<file path="src/rtl/tile_pixel_packer_if.sv">
// tile_pixel_packer_if: pixel-stream and charram-write bundle for the tile
// pixel packer. The master modport is the packer side. The slave modport is
// the loader/charram side that drives the pixel stream and the write
// acknowledge.
// Optional feature macro: TILE_PACKER_OPAQUE_FLAG_EN adds o_WR_OPQ.
interface tile_pixel_packer_if #(
  parameter int ADDR_W = 14
);
  logic              i_START;
  logic [ADDR_W-1:0] i_BASEADDR;
  logic              i_FLIP;
  logic              i_PX_VALID;
  logic [3:0]        i_PX;
  logic              o_PX_READY;
  logic              o_WR_REQ;
  logic [ADDR_W-1:0] o_WR_ADDR;
  logic [31:0]       o_WR_DATA;
  logic              i_WR_ACK;
  logic              o_BUSY;
`ifdef TILE_PACKER_OPAQUE_FLAG_EN
  logic              o_WR_OPQ;

  modport master (
    input  i_START, i_BASEADDR, i_FLIP, i_PX_VALID, i_PX, i_WR_ACK,
    output o_PX_READY, o_WR_REQ, o_WR_ADDR, o_WR_DATA, o_BUSY, o_WR_OPQ
  );

  modport slave (
    output i_START, i_BASEADDR, i_FLIP, i_PX_VALID, i_PX, i_WR_ACK,
    input  o_PX_READY, o_WR_REQ, o_WR_ADDR, o_WR_DATA, o_BUSY, o_WR_OPQ
  );
`else
  modport master (
    input  i_START, i_BASEADDR, i_FLIP, i_PX_VALID, i_PX, i_WR_ACK,
    output o_PX_READY, o_WR_REQ, o_WR_ADDR, o_WR_DATA, o_BUSY
  );

  modport slave (
    output i_START, i_BASEADDR, i_FLIP, i_PX_VALID, i_PX, i_WR_ACK,
    input  o_PX_READY, o_WR_REQ, o_WR_ADDR, o_WR_DATA, o_BUSY
  );
`endif
endinterface

</file>
<file path="src/rtl/tile_pixel_packer.sv">
// tile_pixel_packer: packs 4-bit pixels, one per enabled 6 MHz cycle, into
// 32-bit charram words. In normal order, pixel 0 lands in [31:28]. In flipped
// order, pixel 0 lands in [3:0]. One write request is issued per word, and the
// word address auto-increments on each acknowledge.
// Optional feature macro: TILE_PACKER_OPAQUE_FLAG_EN adds o_WR_OPQ, which is
// set when any nibble of the written word is nonzero.
module tile_pixel_packer #(
  parameter int ADDR_W = 14
) (
  input  logic               i_EMU_MCLK,
  input  logic               i_EMU_RST_n,
  input  logic               i_EMU_CLK6MPCEN_n,
  tile_pixel_packer_if.master bus
);

  localparam logic [3:0]        CNT_FULL = 4'd8;
  localparam logic [ADDR_W-1:0] ADDR_ONE = {{(ADDR_W-1){1'b0}}, 1'b1};

  // Pixel-stream state
  logic [3:0]        cnt;
  logic              flp;
  logic [31:0]       pack;

  // Output-side state
  logic              req;
  logic [31:0]       wr_data;
  logic [ADDR_W-1:0] addr;
`ifdef TILE_PACKER_OPAQUE_FLAG_EN
  logic              opq;
`endif

  // Edge qualifiers
  logic              en;
  logic              px_ready;
  logic              take_px;
  logic              ack_hit;
  logic              out_free;
  logic              xfer;
  logic [3:0]        cnt_inc;
  logic [31:0]       pack_nxt;

  // Write one pixel into its nibble slot. The slot depends on the pixel's
  // position in the word and on the block's nibble order.
  function automatic logic [31:0] place_nibble(input logic [31:0] word,
                                               input logic [3:0]  px,
                                               input logic [2:0]  k,
                                               input logic        flip);
    logic [31:0] w;
    logic [4:0]  lsb;
    w   = word;
    lsb = flip ? {k, 2'b00} : (5'd28 - {k, 2'b00});
    w[lsb +: 4] = px;
    return w;
  endfunction

  // Per-edge decode. START wins over pixels and acks on the same edge.
  // Ready is a pure decode of the count register, so it has no input path.
  always_comb begin
    en       = ~i_EMU_CLK6MPCEN_n;
    px_ready = (cnt != CNT_FULL);
    take_px  = en & ~bus.i_START & bus.i_PX_VALID & px_ready;
    ack_hit  = en & ~bus.i_START & bus.i_WR_ACK & req;
    cnt_inc  = take_px ? (cnt + 4'd1) : cnt;
    pack_nxt = take_px ? place_nibble(pack, bus.i_PX, cnt[2:0], flp) : pack;
    out_free = ~req | ack_hit;
    xfer     = en & ~bus.i_START & (cnt_inc == CNT_FULL) & out_free;
  end

  // Control state: pixel count, nibble order, request flag, word address
  always_ff @(posedge i_EMU_MCLK or negedge i_EMU_RST_n) begin
    if (!i_EMU_RST_n) begin
      cnt  <= 4'd0;
      flp  <= 1'b0;
      req  <= 1'b0;
      addr <= '0;
    end else if (en) begin
      if (bus.i_START) begin
        cnt  <= 4'd0;
        flp  <= bus.i_FLIP;
        req  <= 1'b0;
        addr <= bus.i_BASEADDR;
      end else begin
        cnt <= xfer ? 4'd0 : cnt_inc;
        if (ack_hit) begin
          addr <= addr + ADDR_ONE;
        end
        if (xfer) begin
          req <= 1'b1;
        end else if (ack_hit) begin
          req <= 1'b0;
        end
      end
    end
  end

  // Pack register. Every slot is rewritten before a word leaves, so this
  // register needs no reset.
  always_ff @(posedge i_EMU_MCLK) begin
    if (take_px) begin
      pack <= pack_nxt;
    end
  end

  // Output word register, loaded together with the accepted 8th pixel
  always_ff @(posedge i_EMU_MCLK or negedge i_EMU_RST_n) begin
    if (!i_EMU_RST_n) begin
      wr_data <= 32'd0;
`ifdef TILE_PACKER_OPAQUE_FLAG_EN
      opq     <= 1'b0;
`endif
    end else if (xfer) begin
      wr_data <= pack_nxt;
`ifdef TILE_PACKER_OPAQUE_FLAG_EN
      opq     <= |pack_nxt;
`endif
    end
  end

  assign bus.o_PX_READY = px_ready;
  assign bus.o_WR_REQ   = req;
  assign bus.o_WR_ADDR  = addr;
  assign bus.o_WR_DATA  = wr_data;
  assign bus.o_BUSY     = (cnt != 4'd0) | req;
`ifdef TILE_PACKER_OPAQUE_FLAG_EN
  assign bus.o_WR_OPQ   = opq;
`endif

endmodule

</file>
<file path="src/flat_wrapper.sv">
// flat-port wrapper written by rule: the top's interface ports become plain ports
module tile_pixel_packer_flat 
#(
  parameter int ADDR_W = 14
)
  (i_EMU_MCLK, i_EMU_RST_n, i_EMU_CLK6MPCEN_n, bus_i_START, bus_i_BASEADDR, bus_i_FLIP, bus_i_PX_VALID, bus_i_PX, bus_i_WR_ACK, bus_o_PX_READY, bus_o_WR_REQ, bus_o_WR_ADDR, bus_o_WR_DATA, bus_o_BUSY);
  tile_pixel_packer_if #(.ADDR_W(ADDR_W)) bus_i ();
  input  logic i_EMU_MCLK;
  input  logic i_EMU_RST_n;
  input  logic i_EMU_CLK6MPCEN_n;
  input wire logic [$bits(bus_i.i_START)-1:0] bus_i_START;
  input wire logic [$bits(bus_i.i_BASEADDR)-1:0] bus_i_BASEADDR;
  input wire logic [$bits(bus_i.i_FLIP)-1:0] bus_i_FLIP;
  input wire logic [$bits(bus_i.i_PX_VALID)-1:0] bus_i_PX_VALID;
  input wire logic [$bits(bus_i.i_PX)-1:0] bus_i_PX;
  input wire logic [$bits(bus_i.i_WR_ACK)-1:0] bus_i_WR_ACK;
  output wire logic [$bits(bus_i.o_PX_READY)-1:0] bus_o_PX_READY;
  output wire logic [$bits(bus_i.o_WR_REQ)-1:0] bus_o_WR_REQ;
  output wire logic [$bits(bus_i.o_WR_ADDR)-1:0] bus_o_WR_ADDR;
  output wire logic [$bits(bus_i.o_WR_DATA)-1:0] bus_o_WR_DATA;
  output wire logic [$bits(bus_i.o_BUSY)-1:0] bus_o_BUSY;
  assign bus_i.i_START = bus_i_START;
  assign bus_i.i_BASEADDR = bus_i_BASEADDR;
  assign bus_i.i_FLIP = bus_i_FLIP;
  assign bus_i.i_PX_VALID = bus_i_PX_VALID;
  assign bus_i.i_PX = bus_i_PX;
  assign bus_i.i_WR_ACK = bus_i_WR_ACK;
  assign bus_o_PX_READY = bus_i.o_PX_READY;
  assign bus_o_WR_REQ = bus_i.o_WR_REQ;
  assign bus_o_WR_ADDR = bus_i.o_WR_ADDR;
  assign bus_o_WR_DATA = bus_i.o_WR_DATA;
  assign bus_o_BUSY = bus_i.o_BUSY;
  tile_pixel_packer #(.ADDR_W(ADDR_W)) u_core (.i_EMU_MCLK(i_EMU_MCLK), .i_EMU_RST_n(i_EMU_RST_n), .i_EMU_CLK6MPCEN_n(i_EMU_CLK6MPCEN_n), .bus(bus_i));
endmodule
</file>
<file path="config.mk">
export PLATFORM = sky130hd
export DESIGN_NAME = tile_pixel_packer_flat
export DESIGN_NICKNAME = d
export VERILOG_FILES = /design/src/rtl/tile_pixel_packer_if.sv /design/src/rtl/tile_pixel_packer.sv /design/src/flat_wrapper.sv
export SDC_FILE = /design/constraint.sdc
export NUM_CORES = 1
export LEC_CHECK = 0
export ABC_CLOCK_PERIOD_IN_PS = 12500
export CAP_MARGIN = 30
export CORE_ASPECT_RATIO = 1.5
export CORE_MARGIN = 4
export CORE_UTILIZATION = 50
export CTS_BUF_LIST = sky130_fd_sc_hd__clkbuf_8
export DETAILED_ROUTE_END_ITERATION = 8
export PLACE_DENSITY_LB_ADDON = 0.12
export SYNTH_ARGS = -nofsm -noshare
export SYNTH_HDL_FRONTEND = slang
export SYNTH_SLANG_ARGS = --single-unit
</file>
<file path="constraint.sdc">
create_clock -name i_EMU_MCLK -period 12.5 [get_ports i_EMU_MCLK]
set_clock_uncertainty 0.05 [all_clocks]
set_input_delay 2.5 -clock i_EMU_MCLK [delete_from_list [all_inputs] [get_ports i_EMU_MCLK]]
set_output_delay 2.5 -clock i_EMU_MCLK [all_outputs]
set_load 0.02 [all_outputs]
</file>
==> out/metrics.csv <==
stage;metric;value;unit
outcome;status;complete, no violations;
sta;Rel. slew slack;0.521;
min_path;Hold WC Path Type;flop to flop;
place;Placed Cells;483;
cts;Num CTS Buffers;9;
sta;final max-slew violation count;0;
grt;gr ovfl total;0;
sta;min cycle time layout;6070;ps
logic_synthesis;count leader, synth;mux2_2;
power;pwr dens;175;nW/um2
detailed_routing;drt first pass iters;4;
job;Max Cap Viol;0;
cts;CTS clk-pin slew, worst paths;70;ps
worst_setup_path;WP data required;12680;ps
logic_synthesis;Syn Nets;350;
sta;Final Setup Violations;0;
logic_synthesis;top cells by area, synth;dfrtp_1, edfxtp_1, mux2_2, o21ai_0, nand2_1;
logic_synthesis;Post-synth EDFFs;32;
logic_synthesis;most used flip-flop cell after synthesis;dfrtp_1;
place;Place WS;5980;ps
logic_synthesis;asr flop ratio synth;0.619;
floorplan;io pins;74;
detailed_routing;Post-Route WL;8510;um
logic_synthesis;Cells after Synth;320;
worst_setup_path;Reg2Reg Setup Slack;8710;ps
grt;vias in the first global route;2997;
power;Overall Power;0.883;mW
cts;clock root cell;clkbuf_8;
place;placer congestion estimate;0.822;
logic_synthesis;#FFs+latches synth;84;
cts;maximum buffer depth of the clock tree;2;
cells_and_area;Final #Nets;422;
worst_setup_path;Critical Path End Type;flop;
sta;worst setup margin;6430;ps
cts;H-tree depth;3;
sta;RSZ-0062 raised after global routing;false;
detailed_routing;1st-iter DRT viols;106;
cts;clock latency on the worst-skew pair;350;ps
floorplan;row count;39;
floorplan;chip width;81.3;um
sta;Fin. Hold Viols;0;
grt;antenna violations before repair;0;
cts;Post-CTS Hold Buffers;0;
detailed_routing;routed len/inst;17.1;um
cts;Post-CTS Setup Bufs;0;
worst_setup_path;CP most frequent cell;buf_4;
floorplan;die area;9580;um2
worst_setup_path;startpoint types;input port;
power;Leak;2.07;nW
sta;setup_tns;0;ps
logic_synthesis;Synth warnings;0;
grt;largest net degree at the start of global routing;53;
logic_synthesis;Seq/Total Area, Yosys;0.562;
place;HPWL after DPL;6120;um
sta;fin crit share;0.486;
logic_synthesis;Post-Syn Area;4030;um2
worst_setup_path;Critical Path AT;6260;ps
sta;Slew @ Worst Pin;716;ps
detailed_routing;Residual DRC;0;
floorplan;Die Y;118;um
worst_setup_path;cells along the critical path;clkdlybuf4s50_1 > or3b_1 > nor2_2 > buf_4 > a2bb2oi_1 > a211o_1 > buf_4 > mux2_2;
floorplan;core footprint;7710;um2
worst_setup_path;Slowest cell on crit path;clkdlybuf4s50_1;
cells_and_area;area grow syn2layout;25.1;%
cells_and_area;Non-Filler Instances;498;
grt;first-pass GRT wire length;14500;um
detailed_routing;Vias;2835;
cells_and_area;Ant. Diodes;0;
detailed_routing;Post-DRT Antenna Nets;0;
worst_setup_path;max incr delay on CP;780;ps
power;Peak VDD IR;0.0910;mV
logic_synthesis;syn_area_per_cell;12.6;um2
logic_synthesis;distinct cell type count after synthesis;47;
worst_setup_path;crit-path max FO;23;
cells_and_area;layout cell share with drive strength beyond 1;0.222;
cts;CTS tree;yes;
logic_synthesis;synth cell count leaders;mux2_2, dfrtp_1, edfxtp_1, nand2_1, o21ai_0;
logic_synthesis;post-synth top area cell;dfrtp_1;
cells_and_area;final core occ;0.653;
cts;Clock Sink Count;84;
worst_setup_path;Buffers & Inverters on Critical Path;3;
detailed_routing;vias per inst;5.69;
cts;PostCTS Resize Cnt;0;
sta;Max Clk Rate;0.165;GHz
worst_setup_path;Setup CP Type;input port to flop;
floorplan;initial core utilization;0.522;
grt;GRT Util Overall;0.195;
logic_synthesis;top cell type's share of synthesized area;0.323;
place;IO buf count;73;
worst_setup_path;Crit path max-delay family;buffers and inverters;
-- power by group --
group | internal, mW | leakage, nW | total [mW] | switching (mW)
Clock | 0.100 | 0.108 | 0.190 | 0.0893
Combinational | 0.158 | 1.01 | 0.308 | 0.150
Sequential | 0.342 | 0.951 | 0.385 | 0.0434
Total | 0.600 | 2.07 | 0.883 | 0.283
-- logic make-up after synthesis --
| kind of cell | count (synthesis) | share of synthesized area |
|---|---|---|
| flops | 84 | 0.562 |
| simple gates | 82 | 0.112 |
| mux | 68 | 0.192 |
| compound gates | 56 | 0.0898 |
| buf+inv | 22 | 0.0218 |
| fa+ha+maj | 5 | 0.0155 |
| xor+xnor | 3 | 0.00653 |
-- stage by stage --
stage	area, um2	hold slack (ps)
finish	5040	455
floorplan	4030	470
detailed placement	4840	443
global route	5040	475
global placement	4840	438
CTS	5040	460
-- cell type report --
cell class / instances / area, um2
Clock buffer: 11 / 151
Clock inverter: 4 / 42.5
Fill cell: 646 / 2670
Inverter: 7 / 26.3
Multi-Input combinational cell: 214 / 1680
Sequential cell: 84 / 2260
Tap cell: 102 / 128
Timing Repair Buffer: 76 / 748
-- cells in the final DEF (no fill, tap or decap), types with 9 or more instances in the layout --
| cell type | count |
|---|---|
| o21ai_0 | 16 |
| inv_1 | 9 |
| nor2_1 | 13 |
| edfxtp_1 | 32 |
| a21oi_1 | 14 |
| dfrtp_1 | 52 |
| clkdlybuf4s50_1 | 72 |
| nand2_1 | 21 |
| clkbuf_8 | 11 |
| mux2_2 | 58 |
-- state kept, by name (all words and copies together) (netlist names) --
register              cells
u_core.bus.o_WR_DATA     32
u_core.cnt                4
u_core.pack              32
u_core.bus.o_WR_REQ       1
u_core.bus.o_WR_ADDR     14
u_core.flp                1
-- path summary, 6_finish.rpt --
path | startpoint | endpoint | cells past startpoint
min in group asynchronous | i_EMU_RST_n | u_core.bus.o_WR_ADDR[1] | 2
max reg2reg | u_core.cnt[1] | u_core.bus.o_WR_DATA[12] | 9
min reg2reg | u_core.bus.o_WR_DATA[14] | u_core.bus.o_WR_DATA[14] | 1
max | bus_i_START | u_core.bus.o_WR_DATA[12] | 8
min | u_core.bus.o_WR_DATA[14] | u_core.bus.o_WR_DATA[14] | 1
max in group asynchronous | i_EMU_RST_n | u_core.bus.o_WR_ADDR[10] | 2
-- metal layers --
layer / global-route usage / routed length [um]
met1: 0.225 / 3410
met2: 0.327 / 4490
met3: 0.0391 / 349
met4: 0.107 / 259
met5: 0 / 0
No activity file was read; power rests on OpenSTA's default activity.
